## src/rtl/ucdp_sfifo_wrarb.sv

```systemverilog
// -----------------------------------------------------------------------------
// ucdp_sfifo_wrarb
//
// Packet-locking round-robin write arbiter in front of a synchronous FIFO.
// Several requesters each present a word stream. The arbiter grants one of
// them and keeps that grant for the whole packet, up to and including the
// word flagged "last". It then returns to IDLE for one arbitration cycle
// before the next owner is chosen.
//
// Parameters
//   dwidth_p  : data width per requester and on the FIFO write port
//   nreq_p    : number of requesters (2..16)
//   iwidth_p  : requester index width
//
// Ports
//   src_clk_i       in   clock
//   src_rst_an_i    in   asynchronous reset, active low
//   req_valid_i     in   [nreq_p]            per-requester word valid
//   req_data_i      in   [nreq_p*dwidth_p]   requester k at [k*dwidth_p +: dwidth_p]
//   req_last_i      in   [nreq_p]            last word of a packet
//   req_ready_o     out  [nreq_p]            word accepted when valid & ready
//   fifo_wr_en_o    out                      FIFO write strobe
//   fifo_wr_data_o  out  [dwidth_p]          FIFO write data
//   fifo_wr_full_i  in                       FIFO full flag
//   grant_o         out  [nreq_p]            one-hot current owner, 0 when idle
//   grant_idx_o     out  [iwidth_p]          index of current / most recent owner
//   busy_o          out                      high while a packet is locked
// -----------------------------------------------------------------------------
module ucdp_sfifo_wrarb #(
    parameter int unsigned dwidth_p = 8,
    parameter int unsigned nreq_p   = 4,
    parameter int unsigned iwidth_p = $clog2(nreq_p)
) (
    input  logic                         src_clk_i,
    input  logic                         src_rst_an_i,
    input  logic [nreq_p-1:0]            req_valid_i,
    input  logic [nreq_p*dwidth_p-1:0]   req_data_i,
    input  logic [nreq_p-1:0]            req_last_i,
    output logic [nreq_p-1:0]            req_ready_o,
    output logic                         fifo_wr_en_o,
    output logic [dwidth_p-1:0]          fifo_wr_data_o,
    input  logic                         fifo_wr_full_i,
    output logic [nreq_p-1:0]            grant_o,
    output logic [iwidth_p-1:0]          grant_idx_o,
    output logic                         busy_o
);

    typedef enum logic {
        IDLE_S = 1'b0,
        LOCK_S = 1'b1
    } state_t;

    localparam logic [iwidth_p-1:0] MaxIdx = iwidth_p'(nreq_p - 1);

    state_t              state_q, state_d;
    logic [nreq_p-1:0]   grant_q, grant_d;
    logic [iwidth_p-1:0] last_q,  last_d;

    // Increment with explicit wrap so non-power-of-two requester counts
    // never produce an out-of-range index.
    function automatic logic [iwidth_p-1:0] next_idx(input logic [iwidth_p-1:0] idx);
        logic [iwidth_p-1:0] res;
        if (idx == MaxIdx) begin
            res = '0;
        end else begin
            res = idx + iwidth_p'(1);
        end
        return res;
    endfunction

    // -------------------------------------------------------------------------
    // Round-robin search: walk nreq_p positions starting just after the
    // previous owner; the first valid requester found wins. The previous
    // owner itself is visited last, so it only wins when nobody else asks.
    // -------------------------------------------------------------------------
    logic                arb_found;
    logic [iwidth_p-1:0] arb_idx;
    logic [iwidth_p-1:0] arb_cand;

    always_comb begin
        arb_found = 1'b0;
        arb_idx   = last_q;
        arb_cand  = last_q;
        for (int k = 0; k < nreq_p; k++) begin
            arb_cand = next_idx(arb_cand);
            if (!arb_found && req_valid_i[arb_cand]) begin
                arb_found = 1'b1;
                arb_idx   = arb_cand;
            end
        end
    end

    // -------------------------------------------------------------------------
    // Owner view: while locked the owner index is last_q.
    // -------------------------------------------------------------------------
    logic                owner_valid;
    logic                owner_last;
    logic [dwidth_p-1:0] owner_data;

    always_comb begin
        owner_valid = req_valid_i[last_q];
        owner_last  = req_last_i[last_q];
        owner_data  = '0;
        for (int k = 0; k < nreq_p; k++) begin
            if (iwidth_p'(k) == last_q) begin
                owner_data = req_data_i[k*dwidth_p +: dwidth_p];
            end
        end
    end

    // -------------------------------------------------------------------------
    // FSM next state and datapath outputs. IDLE never accepts a word, which
    // makes every packet pay exactly one arbitration cycle and keeps
    // back-to-back packets from different (or the same) owner apart.
    // -------------------------------------------------------------------------
    logic wr_en;

    always_comb begin
        state_d        = state_q;
        grant_d        = grant_q;
        last_d         = last_q;
        wr_en          = 1'b0;
        req_ready_o    = '0;
        fifo_wr_data_o = '0;

        case (state_q)
            IDLE_S: begin
                if (arb_found) begin
                    state_d          = LOCK_S;
                    last_d           = arb_idx;
                    grant_d          = '0;
                    grant_d[arb_idx] = 1'b1;
                end
            end
            LOCK_S: begin
                // A full FIFO stalls the owner: no ready, no write, state kept.
                req_ready_o[last_q] = ~fifo_wr_full_i;
                wr_en               = owner_valid & ~fifo_wr_full_i;
                fifo_wr_data_o      = owner_data;
                if (wr_en && owner_last) begin
                    state_d = IDLE_S;
                    grant_d = '0;
                end
            end
            default: begin
                state_d = IDLE_S;
                grant_d = '0;
            end
        endcase
    end

    // -------------------------------------------------------------------------
    // State registers. last_q resets to the highest index so requester 0 is
    // first in line after reset.
    // -------------------------------------------------------------------------
    always_ff @(posedge src_clk_i or negedge src_rst_an_i) begin
        if (!src_rst_an_i) begin
            state_q <= IDLE_S;
            grant_q <= '0;
            last_q  <= MaxIdx;
        end else begin
            state_q <= state_d;
            grant_q <= grant_d;
            last_q  <= last_d;
        end
    end

    assign fifo_wr_en_o = wr_en;
    assign grant_o      = grant_q;
    assign grant_idx_o  = last_q;
    assign busy_o       = (state_q == LOCK_S);

endmodule
```

## config.mk

```make
export PLATFORM = sky130hd
export DESIGN_NAME = ucdp_sfifo_wrarb
export DESIGN_NICKNAME = d
export VERILOG_FILES = /design/src/rtl/ucdp_sfifo_wrarb.sv
export SDC_FILE = /design/constraint.sdc
export NUM_CORES = 1
export LEC_CHECK = 0
export CORE_UTILIZATION = 36
export DETAILED_ROUTE_END_ITERATION = 10
export HOLD_SLACK_MARGIN = 0.03
export PLACE_DENSITY = 0.81
export RECOVER_POWER = 100
export REMOVE_ABC_BUFFERS = 1
export SYNTH_ARGS = -nofsm -noshare
export SYNTH_HDL_FRONTEND = slang
export SYNTH_SLANG_ARGS = --single-unit
```

## constraint.sdc

```tcl
create_clock -name src_clk_i -period 2.88 [get_ports src_clk_i]
set_clock_uncertainty 0.2 [all_clocks]
set_input_delay 0.576 -clock src_clk_i [delete_from_list [all_inputs] [get_ports src_clk_i]]
set_output_delay 0.576 -clock src_clk_i [all_outputs]
set_load 0.02 [all_outputs]
```

; Word level (Yosys, flattened, before mapping)
; Cells that the tools add are included.
[word_totals]
reg_bits = 7
inputBits = 43
elab_cells = 81
[classes]
add_sub_neg = 4
magnitude_cmp = 8
eq_ne = 9
mux = 41
n_bitwise = 4
reduce_logical = 12
[op_table]
columns = operator, n
row1 = two-way mux 8 bit, 5
row2 = "< comparator 2 x 3 -> 1 bit, second input constant", 6
row3 = two-way mux 2 bit, 8
row4 = two-way mux 1 bit, 15
row5 = binary-select mux 1 bit (select 2 bit), 6
row6 = two-way mux 4 bit, 3
row7 = "adder 2 x 1 -> 2 bit, second input constant", 4
row8 = "equality test 2 bit, second input constant", 4
row9 = one-hot mux 4 bit (2 select lines), 1
row10 = logical AND 1 bit, 6
row11 = AND 4 bit, 1
row12 = demux 1 bit (select 2 bit), 2
row13 = "equality test 2 bit, first input constant", 2
row14 = "greater-or-equal comparator 2 x 1 -> 1 bit, second input constant", 2
row15 = AND reduction 2 bit, 2
row16 = logical NOT 1 bit, 3
row17 = "equality test 1 x 2 -> 1 bit, first input constant", 1
row18 = logical NOT 2 bit, 1
row19 = "!= test 2 x 1 -> 1 bit, second input constant", 1
row20 = "!= test 2 bit, second input constant", 1
row21 = NOT 1 bit, 2
row22 = one-hot mux 1 bit (2 select lines), 1
row23 = AND 1 bit, 1

; Longest topological paths before layout
; Gate-level depths: netlist of the first run.
[depth]
ltp_word = 20
ltp_mapped = 9
depth_no_buf = 7

; Least setup slack after synthesis of the first run
; OpenSTA, ideal clock, no wires.
[synth_path]
path_kind = register -> register
startpoint = register last_q[0] (netlist: grant_idx_o[0])
endpoint = register grant_q[0] (netlist: grant_o[0])
arrival_time_ps = 2353
t_required_ps = 2559
setup_slack_ps = 206
stages_incl_launch_ff = 9
n_path_buf = 1
synth_period_minus_slack_ps = 2674
path_cell_list = dfstp_2 > buf_2 > inv_1 > ha_1 > nor3b_1 > and3_1 > a2111oi_1 > a211oi_2 > a32o_2
[synth_between]
elab_chain_cells = 20
elab_cells_between_ends = 50
[synth_rtl]
columns = item, line_no
row1 = start: declaration, 57  ; logic [iwidth_p-1:0] last_q, last_d;
row2 = start signal: assignment, 160  ; last_q <= MaxIdx;
row3 = start signal: assignment, 164  ; last_q <= last_d;
row4 = "parallel branches: the longest is 20 deep, another holds adder 2 x 1 -> 2 bit", -
row5 = end signal: assignment, 163  ; grant_q <= grant_d;
row6 = end: declaration, 56  ; logic [nreq_p-1:0] grant_q, grant_d;
; Parallel ways; which one is timed is not known. The select of a mux whose other input is x is not followed.
; A chain may end at the register's enable or synchronous reset.

; Worst setup path in the final report of the first run
[layout_path]
startpoint = input fifo_wr_full_i
endpoint = output req_ready_o[3]
[layout_between]
elab_chain_cells = 3
[layout_rtl]
columns = item, line_no
row1 = start: declaration, 42  ; input logic fifo_wr_full_i,
row2 = NOT 1 bit, 137  ; req_ready_o[last_q] = ~fifo_wr_full_i;
row3 = AND 4 bit (no source line), -
row4 = two-way mux 4 bit, 126  ; case (state_q)
row5 = end: declaration, 39  ; output logic [nreq_p-1:0] req_ready_o,
; Every way passes these cells.

==> impl_metrics.csv, run 1 <==
group,metric,value,unit
clock_network,cts.hold.buffers_added,0,
drt,drt_iter0_drc,17,
placed_design,dp_hpwl,2450,um
floorplanning,design.portCount,63,
logic_synthesis,synth_edf_count,0,
clock_network,clk_pin_slew_worst_paths,0.06,ns
floorplanning,rows,18,
floorplanning,initial_utilization,0.378,
grt,grt_pass1_wl,4910,um
placed_design,dp.cells,221,
floorplanning,dieHeight,53.0,um
min_path,hp-class,"flop to flop",
setup_path,r2r_setup_slack,0.11,ns
drt,via_per_inst,5.59,
placed_design,placed_area,1670,um^2
setup_path,crit_path_cell_trace,"clkdlybuf4s50_1, nor2b_1, and2_1, clkdlybuf4s50_1",
setup_path,r2r_cells,8,
cells_and_area,drive_gt1_frac,0.221,
timing,fin_crit_sh,0.970,
clock_network,ctsRootBufferMaster,"clkbuf_4",
timing,max_freq,358,MHz
cells_and_area,diodes,0,
grt,grt-ovfl-total,0,
grt,grt_usage,0.233,
clock_network,clk_path_buf_depth,2,
logic_synthesis,synth_top_area_frac,0.134,
floorplanning,dieArea,2810,um^2
cells_and_area,final_cell_mix,"45 x clkdlybuf4s50_1, 16 x buf_4, 13 x a21oi_1, 11 x nor2_1, 9 x nor2b_1",
timing,finalCriticalPeriod,2.79,ns
setup_path,crit_arrival,2.02,ns
clock_network,htreeDepth,1,
logic_synthesis,ys_ff_latch,7,
timing,finalSetupViolCount,0,
timing,rsz0062_at_grt,"yes",
cells_and_area,area_growth,81.0,%
clock_network,numCtsBuffers,3,
setup_path,rr_startpoint,"grant_idx_o[1]",
cells_and_area,layout.cells.non_filler,225,
power,p_leak,0.000714,uW
status,outcome,"complete, no violations",
logic_synthesis,synth_ff_type,"dfrtp_1",
logic_synthesis,synthCells,123,
min_path,whs_endpoint,"grant_o[2]",
power,peakVddDrop,0.000667,V
job,max_cap_violations,0,
power,power.total,1630,uW
timing,relSlewSlack,0.658,
timing,worst_pin_slew,0.508,ns
logic_synthesis,ys_seq_area_frac,0.190,
drt,wirelength,3290,um
setup_path,path_buf_inv,2,
timing,finalHoldViolCount,0,
grt,first_global_vias,1188,
cells_and_area,nNetsFinal,243,
logic_synthesis,synth_area_leaders,"dfrtp_1 13%, a221oi_1 7.5%, a21oi_1 6.9%, nor2b_1 6.7%, dfstp_2 5.6%",
cells_and_area,layout_commonest_cell,"clkdlybuf4s50_1",
placed_design,gp_congestion,0.916,
drt,firstDrtPassIters,4,
clock_network,clk-insertion-delay-late,0.25,ns
drt,drc,0,
drt,antenna_left,0,
cells_and_area,n_fill_cell,216,
setup_path,cp_slowest_cell,"clkdlybuf4s50_1",
timing,report.final.slew_viol_count,0,
floorplanning,die_w,53.0,um
setup_path,worst_setup_path_start_kind,"input port",
cells_and_area,post-route-util,0.685,
min_path,hold_path_depth,2,
cells_and_area,fin_area,1700,um^2
setup_path,reg2reg_to,"grant_o[0]",
drt,vias,1257,
setup_path,crit_family,"buffers and inverters",
logic_synthesis,synth_area,937,um^2
logic_synthesis,yosys_warnings,0,
setup_path,max_stage_delay,0.61,ns
clock_network,cts_tree,"built",
logic_synthesis,yosysTopAreaCell,"dfrtp_1",
setup_path,crit_type,"input port to output pin",
logic_synthesis,synthesis.area_per_instance,7.62,um^2
setup_path,crit_top_cell,"clkdlybuf4s50_1",
logic_synthesis,async_flop_share,1.00,
logic_synthesis,synth_cell_type_count,37,
grt,grt_max_degree,14,
drt,wl_per_cell,14.6,um
setup_path,end_kind,"output pin",
placed_design,io_buffers,62,
floorplanning,core_area,2480,um^2
setup_path,crit_fanout,5,
grt,antenna_found_initial,0,
min_path,min-delay-start,"grant_o[2]",
setup_path,required,2.10,ns
clock_network,cts_num_sinks,7,
power,p_per_area,961,nW/um^2
## how the worst max path moves through the flow
stage          depth (start not counted)  slack (ns)      startpoint                end
3_3_place_gp                           4       -0.08  req_valid_i[2]       fifo_wr_en_o
4_1_cts                                9       -0.06  grant_idx_o[1]  fifo_wr_data_o[7]
3_5_place_dp                           8       -0.16  grant_idx_o[1]  fifo_wr_data_o[5]
6_report                               4        0.09  fifo_wr_full_i     req_ready_o[3]
2_1_floorplan                          7        0.15  grant_idx_o[1]  fifo_wr_data_o[0]
5_1_grt                                9      -0.002  grant_idx_o[1]  fifo_wr_data_o[3]
## stage by stage
| step | hold slack [ns] | TNS (ns) | worst slack [ns] |
|---|---|---|---|
| final | 0.274 | 0 | 0.0873 |
| after global routing | 0.308 | -0.00155 | -0.00155 |
| after CTS | 0.286 | -0.185 | -0.0597 |
| after detailed placement | 0.283 | -0.909 | -0.160 |
| after global placement | 0.269 | -0.517 | -0.0848 |
| after floorplan | 0.0804 | 0 | 0.146 |
## tightest hold or removal path, delay by kind of cell (launching register included)
| family | cells | cell delay (ns) |
|---|---|---|
| flip-flops | 1 | 0.34 |
| AND/OR/NAND/NOR | 1 | 0.04 |
| AO/OA/AOI/OAI | 1 | 0.06 |
## kinds of logic (layout without fill, tap and decap cells)
family,Yosys count,in the layout,synth area share
flops,7,7,0.190
buf+inv,15,87,0.0721
simple gates,54,54,0.324
fa+ha+maj,4,4,0.0534
compound gates,41,41,0.308
mux,2,2,0.0521
## cell usage after synthesis (all sizes together), types with 2 or more instances
library cell  instances
ha                    4
a21oi                13
nor2b                10
mux4                  2
inv                   4
a211oi                3
nor3                  9
or4b                  3
clkbuf                6
nand2                 5
dfstp                 2
nor2                 11
nand3b                3
a221oi                8
o21ai                 6
and2                  6
dfrtp                 5
nand2b                3
nor3b                 2
buf                   5
## state kept, by name (all words and copies together) (netlist names)
register,flops
grant_idx_o,2
busy_o,1
grant_o,4
## area by class of cell
cell class                      count  area (um^2)  share of cell area
Multi-Input combinational cell    101          743               0.438
Timing Repair Buffer               79          697               0.411
Sequential cell                     7          178               0.105
Tap cell                           30         37.5              0.0221
Clock buffer                        4         26.3              0.0155
Inverter                            4         15.0             0.00885
## repair_timing
item                                    4_1_cts  5_1_grt
endpoints found under the setup margin        9       10
setup buffers                                 0        0
gates resized for setup                      29       15
## where the power goes
group          switching [uW]  internal (uW)  leakage [uW]
registers                26.5            148     0.0000844
clock network            40.8           53.2     0.0000150
logic                     752            610      0.000615
total                     820            811      0.000714
## layer usage
metal | up-vias | track usage | wire length (um)
met5 | - | 0 | 0
met4 | 0 | 0.0570 | 51
met3 | 10 | 0.0489 | 242
met2 | 65 | 0.447 | 1650
met1 | 574 | 0.256 | 1350
li1 | 608 | - | -
No activity file was read; power rests on OpenSTA's default activity.
==> run 2, diff against run 1 <==
CORE_UTILIZATION = 55   (was 36)
DONT_BUFFER_PORTS = 1   (was not set)
PLACE_DENSITY = 0.7   (was 0.81)
==> run 2 against run 1 <==
  * First-iteration DRC count shrank 29%
  * Utilization fell by 0.060 points
  * Largest power group unchanged
  * Clock-buffer cell count unchanged
  * Clock power grew 1%
  * Largest cell class unchanged
  * Combinational power fell by 19%
  * Global-route usage grew 3.0 points
  * Sequential cell count stayed put
  * Non-clock buffer count shrank 66
  * Routed wire length decreased by 28%
==> impl_metrics.csv, run 2 (synthesis results as in run 1) <==
group,metric,value,unit
floorplanning,dieHeight,43.3,um
grt,antenna_found_initial,0,
power,p_leak,0.000430,uW
min_path,whs_endpoint,"grant_idx_o[0]",
cells_and_area,post-route-util,0.684,
clock_network,cts_setup_buffers,0,
power,power_frac_comb,0.781,
job,max_cap_violations,0,
min_path,hp-class,"flop to flop",
grt,grt_pass1_wl,3680,um
setup_path,r2r_setup_slack,0.15,ns
drt,drc,0,
timing,finalHoldViolCount,0,
drt,firstDrtPassIters,4,
floorplanning,design.portCount,63,
timing,worst_pin_slew,0.579,ns
floorplanning,initial_utilization,0.608,
cells_and_area,area_growth,12.5,%
grt,met3_usage,0.0894,
floorplanning,dieArea,1870,um^2
timing,whs,0.370,ns
setup_path,reg2reg_to,"grant_o[0]",
floorplanning,rows,14,
setup_path,r2r_cells,7,
clock_network,clk_pin_slew_worst_paths,0.06,ns
cells_and_area,diodes,0,
setup_path,required,2.10,ns
placed_design,placed_area,995,um^2
cells_and_area,layout.cells.non_filler,145,
cells_and_area,fin_area,1050,um^2
clock_network,htreeDepth,1,
drt,vias,961,
setup_path,end_kind,"output pin",
setup_path,rr_startpoint,"grant_idx_o[0]",
floorplanning,die_w,43.3,um
grt,grt_max_degree,18,
clock_network,clk-insertion-delay-late,0.27,ns
placed_design,io_buffers,0,
drt,wirelength,2390,um
timing,max_freq,359,MHz
drt,wl_per_cell,16.4,um
power,power.total,1410,uW
timing,finalCriticalPeriod,2.78,ns
timing,finalSetupViolCount,0,
drt,antenna_left,0,
grt,met2_usage,0.445,
cells_and_area,largest_reg_flops,4,
power,p_per_area,1340,nW/um^2
setup_path,worst_setup_path_start_kind,"flop",
setup_path,crit_type,"flop to output pin",
power,intPower,669,uW
clock_network,cts_num_sinks,7,
timing,relSlewSlack,0.610,
setup_path,crit_fanout,7,
power,sw_frac_of_total,0.527,
power,peakVddDrop,0.000600,V
cells_and_area,final_cell_mix,"13 x a21oi_1, 11 x nor2_1, 11 x buf_4, 9 x nor2b_1, 9 x nor3_1",
timing,rsz0062_at_grt,"yes",
clock_network,cts_tree,"built",
setup_path,crit_arrival,2.01,ns
clock_network,numCtsBuffers,3,
grt,grt-ovfl-total,0,
clock_network,clk_path_buf_depth,2,
drt,drt_iter0_drc,12,
placed_design,gp_congestion,0.786,
cells_and_area,nNetsFinal,177,
min_path,hold_path_depth,2,
status,outcome,"complete, no violations",
grt,first_global_vias,804,
cells_and_area,drive_gt1_frac,0.209,
grt,use_met1,0.323,
clock_network,ctsRootBufferMaster,"clkbuf_4",
floorplanning,core_area,1540,um^2
power,switching_power,745,uW
power,clkPwrFrac,0.067,
placed_design,dp_hpwl,1800,um
placed_design,dp.cells,140,
min_path,min-delay-start,"grant_idx_o[0]",
timing,report.final.slew_viol_count,0,
cells_and_area,layout_commonest_cell,"a21oi_1",
timing,fin_crit_sh,0.966,
grt,grt_usage,0.263,
grt,top_usage_layer,"met2",
drt,via_per_inst,6.63,
power,power_frac_seq,0.152,
-- run 2: cell count changes in the layout (fill, tap and decap cells not counted), moves of 2 or more --
| cell | previous run | this run |
|---|---|---|
| buf_4 | 16 | 11 |
| clkbuf_1 | 3 | 1 |
| buf_2 | 4 | 0 |
| a221oi_2 | 5 | 2 |
| dlygate4sd3_1 | 7 | 1 |
| a221oi_1 | 3 | 6 |
| clkdlybuf4s50_1 | 45 | 0 |
| clkbuf_2 | 4 | 0 |
-- run 2: worst max-delay path by stage --
| stage | from | to | slack [ns] | cells past startpoint |
|---|---|---|---|---|
| 2_1_floorplan | grant_idx_o[1] | fifo_wr_data_o[0] | 0.15 | 7 |
| 3_3_place_gp | grant_idx_o[0] | grant_o[0] | 0.28 | 7 |
| 3_5_place_dp | grant_idx_o[0] | grant_o[0] | 0.22 | 7 |
| 4_1_cts | grant_idx_o[1] | fifo_wr_data_o[2] | 0.03 | 8 |
| 5_1_grt | grant_idx_o[1] | fifo_wr_data_o[1] | -0.02 | 8 |
| 6_report | grant_idx_o[0] | fifo_wr_data_o[5] | 0.1 | 8 |
-- run 2: metal layers --
layer / up-vias / routed length, um
li1: 473 / -
met1: 433 / 966
met2: 52 / 1190
met3: 3 / 212
met4: 0 / 20
met5: - / 0
-- run 2: metrics by stage --
step | setup WS (ns) | setup TNS [ns]
floorplan | 0.146 | 0
global placement | 0.277 | 0
detailed placement | 0.219 | 0
CTS | 0.0296 | 0
global route | -0.0161 | -0.0323
finish | 0.0969 | 0
-- run 2: power by group through the flow --
stage,combinational [uW],clock (uW),sequential [uW]
global placement,1050,0,212
floorplan,735,0,245
finish,1100,95.3,215
global route,1210,103,221
CTS,1080,95.9,212
detailed placement,1070,0,214
-- run 2: what timing repair did --
item,CTS,global route
endpoints found under the hold margin,7,0
endpoints found under the setup margin,0,8
hold buffers,1,0
gates resized for setup,0,7
-- run 2: critical path, stage by stage, from the launching register on --
cell      delay (ns)
dfstp_2         0.54
inv_1           0.07
ha_1            0.22
nor2b_2         0.21
a221oi_1        0.29
nor3_1          0.07
a21oi_1         0.12
nor2_1          0.05
buf_4           0.16
-- run 2: area by class of cell --
| type | count | area (um^2) |
|---|---|---|
| multi-input cells | 101 | 712 |
| fillers | 140 | 487 |
| flip-flops and latches | 7 | 178 |
| repair buffers | 13 | 104 |
| clock buffers | 4 | 26.3 |
| well taps | 16 | 20.0 |
| inverters | 4 | 15.0 |
==> run 3, diff against run 2 <==
CTS_BUF_LIST = sky130_fd_sc_hd__clkbuf_16   (was not set)
HOLD_SLACK_MARGIN = not set   (was 0.03)
SETUP_SLACK_MARGIN = 0.2   (was not set)
==> run 3 against run 2 <==
  * Sequential power hardly changed
  * Combinational power is 16% higher
  * Sequential cell count stayed put
  * Clock-buffer cell count is 1 lower
  * Non-clock buffer count is 5 higher
  * Clock power is 150% higher
  * Fmax is 3.3% higher
  * Die area stayed put
  * Largest cell class unchanged
  * Largest power group unchanged
==> impl_metrics.csv, run 3 (synthesis results as in run 1) <==
group,metric,value,unit
timing,finalCriticalPeriod,2.70,ns
clock_network,htreeDepth,1,
timing,finalHoldViolCount,0,
drt,wirelength,2730,um
setup_path,crit_arrival,1.92,ns
timing,setup_tns,0,ns
grt,first_global_vias,808,
placed_design,dp_hpwl,1800,um
floorplanning,rows,14,
drt,firstDrtPassIters,4,
setup_path,crit_path_cell_trace,"inv_2, ha_4, nor2b_4, a221oi_1, nor3_1, a21oi_1, nor2_1, clkbuf_1",
cells_and_area,multiInputGateArea,779,um^2
drt,drt_iter0_drc,15,
placed_design,dp.cells,140,
cells_and_area,layout.cells.non_filler,150,
setup_path,crit_type,"flop to output pin",
placed_design,io_buffers,0,
setup_path,path_buf_inv,2,
grt,grt-ovfl-total,0,
grt,grt_pass1_wl,3900,um
setup_path,crit_fanout,7,
floorplanning,dieHeight,43.3,um
cells_and_area,area_growth,30.7,%
power,p_leak,0.000483,uW
clock_network,cts_num_sinks,7,
clock_network,ctsRootBufferMaster,"clkbuf_16",
grt,antenna_found_initial,0,
drt,vias,1010,
cells_and_area,regArea,178,um^2
job,max_cap_violations,0,
grt,grt_usage,0.285,
cells_and_area,diodes,0,
clock_network,clk_pin_slew_worst_paths,0.04,ns
cells_and_area,final_cell_mix,"12 x a21oi_1, 11 x nor2_1, 11 x buf_4, 9 x nor2b_1, 9 x nor3_1",
timing,worst_pin_slew,0.580,ns
timing,rsz0062_at_grt,"yes",
cells_and_area,nNetsFinal,182,
setup_path,cp_slowest_cell,"dfstp_1",
timing,report.final.slew_viol_count,0,
floorplanning,die_w,43.3,um
power,p_per_area,1420,nW/um^2
power,peakVddDrop,0.000788,V
drt,antenna_left,0,
cells_and_area,largest_reg_flops,4,
drt,drc,0,
drt,via_per_inst,6.73,
setup_path,worst_setup_path_start_kind,"flop",
grt,grt_max_degree,18,
timing,finalSetupViolCount,0,
setup_path,crit_family,"flip-flops",
timing,max_freq,371,MHz
clock_network,clk_path_buf_depth,2,
clock_network,clk-insertion-delay-late,0.24,ns
setup_path,max_stage_delay,0.58,ns
clock_network,cts_tree,"built",
clock_network,numCtsBuffers,3,
floorplanning,design.portCount,63,
floorplanning,initial_utilization,0.608,
timing,fin_crit_sh,0.936,
floorplanning,core_area,1540,um^2
power,power.total,1740,uW
timing,relSlewSlack,0.610,
cells_and_area,drive_gt1_frac,0.269,
min_path,hp-class,"input port to flop",
drt,wl_per_cell,18.2,um
placed_design,gp_congestion,0.786,
floorplanning,dieArea,1870,um^2
cells_and_area,layout_commonest_cell,"a21oi_1",
cells_and_area,n_fill_cell,111,
setup_path,end_kind,"output pin",
setup_path,required,2.10,ns
status,outcome,"complete, no violations",
[run 3: cell count changes in the layout (fill, tap and decap cells not counted), sizes merged]
cell and change:
clkbuf +1, buf +3, inv +1
[run 3: final timing paths]
| kind | start | end | slack [ns] | depth (start not counted) |
|---|---|---|---|---|
| setup / recovery | grant_idx_o[0] | fifo_wr_data_o[4] | 0.18 | 8 |
| hold / removal | req_valid_i[2] | busy_o | 0.41 | 2 |
| setup reg to reg | grant_idx_o[0] | grant_o[0] | 0.27 | 7 |
| hold reg to reg | grant_idx_o[0] | grant_idx_o[0] | 0.43 | 2 |
| max in group asynchronous | src_rst_an_i | grant_idx_o[1] | 1.70 | 1 |
| min in group asynchronous | src_rst_an_i | busy_o | 0.48 | 1 |
[run 3: power breakdown]
part	internal (uW)	switching, uW	leakage (uW)
Sequential	145	73.0	0.0000833
Clock	181	56.7	0.0000423
Combinational	574	707	0.000358
[run 3: what timing repair did]
action / in CTS / in global routing
setup buffers: 0 / 5
endpoints found under the setup margin: 8 / 13
resized for setup: 11 / 17
cloned: 0 / 0
pin swaps: 0 / 4
hold endpoints to repair: 7 / 0
hold buffers: 1 / 0
[run 3: area by class of cell]
cell class | instances | area share
multi-input combinational | 101 | 0.636
timing repair buffer | 18 | 0.126
inverter | 4 | 0.0123
sequential | 7 | 0.145
clock inverter | 1 | 0.00306
clock buffer | 3 | 0.0613
tap | 16 | 0.0163
[run 3: metal layers]
layer  part of all wire  global-route usage
met5                  0                   0
met4              0.038               0.109
met3              0.065              0.0894
met2               0.49               0.448
met1               0.41               0.362
[run 3: metrics by stage]
| stage | cell area (um^2) | setup slack, ns | utilization | hold slack (ns) |
|---|---|---|---|---|
| final | 1220 | 0.185 | 0.795 | 0.413 |
| after global routing | 1220 | 0.0920 | 0.795 | 0.441 |
| after CTS | 1130 | 0.192 | 0.735 | 0.361 |
| after detailed placement | 995 | 0.219 | 0.645 | 0.0806 |
| after global placement | 995 | 0.277 | 0.645 | 0.0805 |
| after floorplan | 885 | 0.146 | - | 0.0804 |
